===== config.mk =====
export PLATFORM = sky130hd
export DESIGN_NAME = ram_arbiter
export DESIGN_NICKNAME = d
export VERILOG_FILES = /design/src/rtl/ram_arbiter_pkg.sv /design/src/rtl/ram_arbiter_rr_arb2.sv /design/src/rtl/ram_arbiter.sv
export SDC_FILE = /design/constraint.sdc
export NUM_CORES = 1
export LEC_CHECK = 0
export BUFFER_PORTS_ARGS = -buffer_cell sky130_fd_sc_hd__buf_2
export CAP_MARGIN = 20
export CORE_AREA = 2 2 97 99
export CTS_CLUSTER_SIZE = 14
export DETAILED_ROUTE_END_ITERATION = 8
export DIE_AREA = 0 0 99 101
export MAX_ROUTING_LAYER = met4
export SKIP_LAST_GASP = 1
export SLEW_MARGIN = 0
export SYNTH_ARGS = -nofsm -noshare
export SYNTH_HDL_FRONTEND = slang
export SYNTH_SLANG_ARGS = --single-unit

===== constraint.sdc =====
create_clock -name clk -period 2.1 [get_ports clk]
set_clock_uncertainty 0.15 [all_clocks]
set_input_delay 0.42 -clock clk [delete_from_list [all_inputs] [get_ports clk]]
set_output_delay 0.42 -clock clk [all_outputs]
set_load 0.02 [all_outputs]

===== src/rtl/ram_arbiter_pkg.sv =====
// ram_arbiter_pkg: master indices and data-memory geometry shared by the arbiter slice
package ram_arbiter_pkg;
    localparam int RAM_DW = 32;
    localparam int RAM_AW = 12;
    localparam logic M_LSU = 1'b0;
    localparam logic M_DBG = 1'b1;
endpackage


===== src/rtl/ram_arbiter_rr_arb2.sv =====
// rr_arb2: two-way round-robin arbiter; force_en hands the channel to a lock owner
module rr_arb2 (
    input  logic       clk,
    input  logic       rst,
    input  logic [1:0] req,
    input  logic       force_en,
    input  logic       own,
    output logic [1:0] gnt
);
    logic prio;
    always_comb gnt = force_en ? (req & (own ? 2'b10 : 2'b01)) : (&req) ? (prio ? 2'b10 : 2'b01) : req;
    // the winner is prio, so flipping hands priority to the loser
    always_ff @(posedge clk or negedge rst)
        if (!rst) prio <= 1'b0;
        else if (!force_en && &req) prio <= ~prio;
endmodule


===== src/rtl/ram_arbiter.sv =====
// ram_arbiter: shares one dual_ram between the LSU and debug port with independent
// round-robin read/write channels and a lock for atomic read-modify-write sequences
module ram_arbiter
    import ram_arbiter_pkg::*;
#(
    parameter int DW = RAM_DW,
    parameter int AW = RAM_AW
) (
    input  logic          clk,
    input  logic          rst,
    input  logic          m0_req,
    input  logic          m0_we,
    input  logic [AW-1:0] m0_addr,
    input  logic [DW-1:0] m0_wdata,
    input  logic          m0_lock,
    output logic          m0_gnt,
    output logic          m0_rvalid,
    output logic [DW-1:0] m0_rdata,
    input  logic          m1_req,
    input  logic          m1_we,
    input  logic [AW-1:0] m1_addr,
    input  logic [DW-1:0] m1_wdata,
    input  logic          m1_lock,
    output logic          m1_gnt,
    output logic          m1_rvalid,
    output logic [DW-1:0] m1_rdata,
    output logic          ram_wen,
    output logic [AW-1:0] ram_w_addr,
    output logic [DW-1:0] ram_w_data,
    output logic          ram_ren,
    output logic [AW-1:0] ram_r_addr,
    input  logic [DW-1:0] ram_r_data
);
    logic       lock_q, lock_own_q, rd_pend_q, rd_tag_q, own_lock;
    logic [1:0] wgnt, rgnt, acq;

    rr_arb2 u_wr (.clk(clk), .rst(rst), .req({m1_req & m1_we, m0_req & m0_we}),
                  .force_en(lock_q), .own(lock_own_q), .gnt(wgnt));
    rr_arb2 u_rd (.clk(clk), .rst(rst), .req({m1_req & ~m1_we, m0_req & ~m0_we}),
                  .force_en(lock_q), .own(lock_own_q), .gnt(rgnt));

    always_comb begin
        m0_gnt     = wgnt[M_LSU] | rgnt[M_LSU];
        m1_gnt     = wgnt[M_DBG] | rgnt[M_DBG];
        ram_wen    = |wgnt;
        ram_w_addr = wgnt[M_DBG] ? m1_addr : wgnt[M_LSU] ? m0_addr : '0;
        ram_w_data = wgnt[M_DBG] ? m1_wdata : wgnt[M_LSU] ? m0_wdata : '0;
        ram_ren    = |rgnt;
        ram_r_addr = rgnt[M_DBG] ? m1_addr : rgnt[M_LSU] ? m0_addr : '0;
        m0_rvalid  = rd_pend_q & (rd_tag_q == M_LSU);
        m1_rvalid  = rd_pend_q & (rd_tag_q == M_DBG);
        m0_rdata   = ram_r_data;
        m1_rdata   = ram_r_data;
        acq        = {m1_gnt & m1_lock, m0_gnt & m0_lock};
        own_lock   = (lock_own_q == M_DBG) ? m1_lock : m0_lock;
    end

    // simultaneous acquisition on different channels resolves to the LSU
    always_ff @(posedge clk or negedge rst)
        if (!rst) begin
            lock_q     <= 1'b0;
            lock_own_q <= M_LSU;
            rd_pend_q  <= 1'b0;
            rd_tag_q   <= M_LSU;
        end else begin
            rd_pend_q <= |rgnt;
            rd_tag_q  <= rgnt[M_DBG] ? M_DBG : M_LSU;
            if (!lock_q) begin
                if (|acq) begin
                    lock_q     <= 1'b1;
                    lock_own_q <= acq[M_LSU] ? M_LSU : M_DBG;
                end
            end else if (!own_lock) lock_q <= 1'b0;
        end
endmodule


==> flow_summary.ini <==
[drt]
avgViaCountPerCell = 4.49
remaining_drc_errors = 0
dr.pass1.iters = 4
drt-total-wl_um = 6880
drt_iter0_markers = 53
wl_per_cell_um = 16.9
ant_nets = 0
vias = 1823

[placed_design]
io_buffers = 157
gp_congestion = 0.737
dp_slack_ps = -177
placed_cells = 381
dp_hpwl_um = 4380

[status]
violations = setup timing
outcome = finished with violations

[final_layout]
drive_above_1_share = 0.725
mostFrequentLayoutCell = buf_2
final_nets = 425
area_growth_pct = 88.4
mostFrequentLayoutCells = 100 x buf_2, 56 x a22o_1, 56 x buf_6, 29 x buf_4, 6 x dfrtp_1
diodes = 0
layout.cells.non_filler = 406

[critical_path]
cp.required_ps = 1530
cp-start-kind = flip-flop
crit_path_top_delay_cell = dfrtp_1
max_stage_delay_ps = 410
cp_common_cell = buf_6
crit_arrival_ps = 1790
crit_fanout = 8
critPathKind = reg2out
endpoint_kind = primary output
crit_chain = buf_6 -> and2_4 -> a311oi_4 -> buf_6 -> clkbuf_16 -> a22o_1 -> buf_6
path_buf_inv = 4
cp_top_family = buffers and inverters

[synthesis]
yosysSeqAreaShare = 0.104
synth_fp_nets = 297
ys_types = 27
synthesis.area_um2 = 1450
syn_inst = 169
ys_ff_latch = 6
syn_area_per_cell_um2 = 8.57
yosys_warnings = 0

[timing]
finalCriticalPeriod_ps = 2360
fin_tns_setup_ps = -13270
report.final.hold_viol_count = 0
worst_pin_slew_ps = 296
grt_setup_unrepaired = yes
fmax_mhz = 423
slew_headroom = 0.802
maxSlewViolCount = 0
layout_setup_ws_ps = -262
period_share = 1.12
setup_viol = 60

[cts]
clk_latency_ps = 220
clock_path_buffers = 2
clkTransAtPathRegs_ps = 40
cts_tree = built
cts_buffers = 3
htreeDepth = 1
root_buffer = clkbuf_8
clock_sinks = 6

[floorplan]
num_io_pins = 254
rows = 35
die_h_um = 101
dieArea_um2 = 10000
core_um2 = 8980
die-width_um = 99
initial_core_util = 0.161

[global_route]
grt_max_degree = 17
grtUsageTotal = 0.111
antenna_found_initial = 0
grt_overflow = 0
grt_pass1_wl_um = 8600
grt_pass1_vias = 1714

[power_and_ir_drop]
total_power_w = 0.00228
power_leakage_nw = 1.41
p_per_area_nw_per_um2 = 834
peakVddDrop_mv = 0.617

[min_path]
hp-class = in2async

[job]
cap_violations = 0
state kept, by name, indices dropped and copies added (netlist names):
signal	cells
rd_tag_q	1
lock_own_q	1
u_rd.prio	1
rd_pend_q	1
lock_q	1
u_wr.prio	1
per-layer routing:
layer | track usage | share of wire | up-vias
li1 | - | - | 823
met1 | 0.123 | 0.36 | 858
met2 | 0.196 | 0.52 | 115
met3 | 0.0243 | 0.10 | 27
met4 | 0.0411 | 0.026 | 0
met5 | - | 0 | -
worst paths after layout:
kind	slack [ps]	depth (start not counted)	end	start
min	400	2	rd_pend_q	rst
max	-260	7	ram_w_data[21]	lock_own_q
min in group clk	420	4	lock_own_q	m1_lock
min reg2reg	460	1	u_wr.prio	u_wr.prio
max in group asynchronous	1250	2	u_wr.prio	rst
max reg2reg	30	8	lock_q	lock_q
where the power goes:
part | internal, W | switching [W] | total, W
clock | 0.000123 | 0.0000462 | 0.000169
sequential | 0.000164 | 0.0000585 | 0.000223
combinational | 0.00101 | 0.000875 | 0.00189
worst register-to-register path: cells and delay by family (launching register included):
kind	cells	cell delay, ps
buffers and inverters	4	570
AND/OR/NAND/NOR	2	440
flip-flops	1	400
AO/OA/AOI/OAI	2	400
cells by family (layout without fill, tap and decap cells):
group	Yosys count	after routing	synth area share
AO/OA/AOI/OAI	63	63	0.407
XOR/XNOR	2	2	0.0121
buffers and inverters	76	202	0.389
flip-flops	6	6	0.104
multiplexers	1	1	0.00691
AND/OR/NAND/NOR	21	21	0.0820
layout make-up:
class	instances	area, um^2
Inverter	2	10.0
Timing Repair Buffer	197	1590
Multi-Input combinational cell	87	801
Fill cell	949	6250
Sequential cell	6	150
Clock buffer	3	41.3
Tap cell	111	139
per-stage QoR:
stage / hold WS [ps] / util / instance area (um^2)
2_1_floorplan: -25.6 / - / 1450
3_3_place_gp: 99.6 / 0.220 / 1970
3_5_place_dp: 104 / 0.221 / 1980
4_1_cts: 402 / 0.261 / 2350
5_1_grt: 421 / 0.304 / 2730
6_report: 403 / 0.304 / 2730
cell usage after synthesis:
master	instances	area [um^2]
nor3_1	1	5.00
nor3_2	1	10.0
or2_2	1	6.26
o21ai_1	1	5.00
buf_4	64	480
nor2b_2	1	8.76
nor2_1	4	15.0
a311oi_4	2	52.6
nand2_1	3	11.3
nor2b_1	2	12.5
buf_2	6	30.0
and2_1	2	12.5
nand2b_1	2	12.5
buf_6	4	45.0
o32ai_1	1	8.76
xnor2_1	1	8.76
a22o_1	56	490
a211o_1	1	8.76
or2_1	3	18.8
inv_1	1	3.75
a2bb2oi_1	1	8.76
a311oi_2	1	15.0
mux2i_1	1	10.0
dfrtp_1	6	150
nand4_1	1	6.26
xor2_1	1	8.76
inv_2	1	3.75
timing repair:
action | CTS | global route
cloned | 5 | 4
hold buffers | 1 | 0
buffers inserted | 6 | 8
resized for setup | 70 | 73
setup endpoints to repair | 60 | 61
endpoints found under the hold margin | 6 | 0
pin swaps | 7 | 29
(Power assumes the default switching activity.)
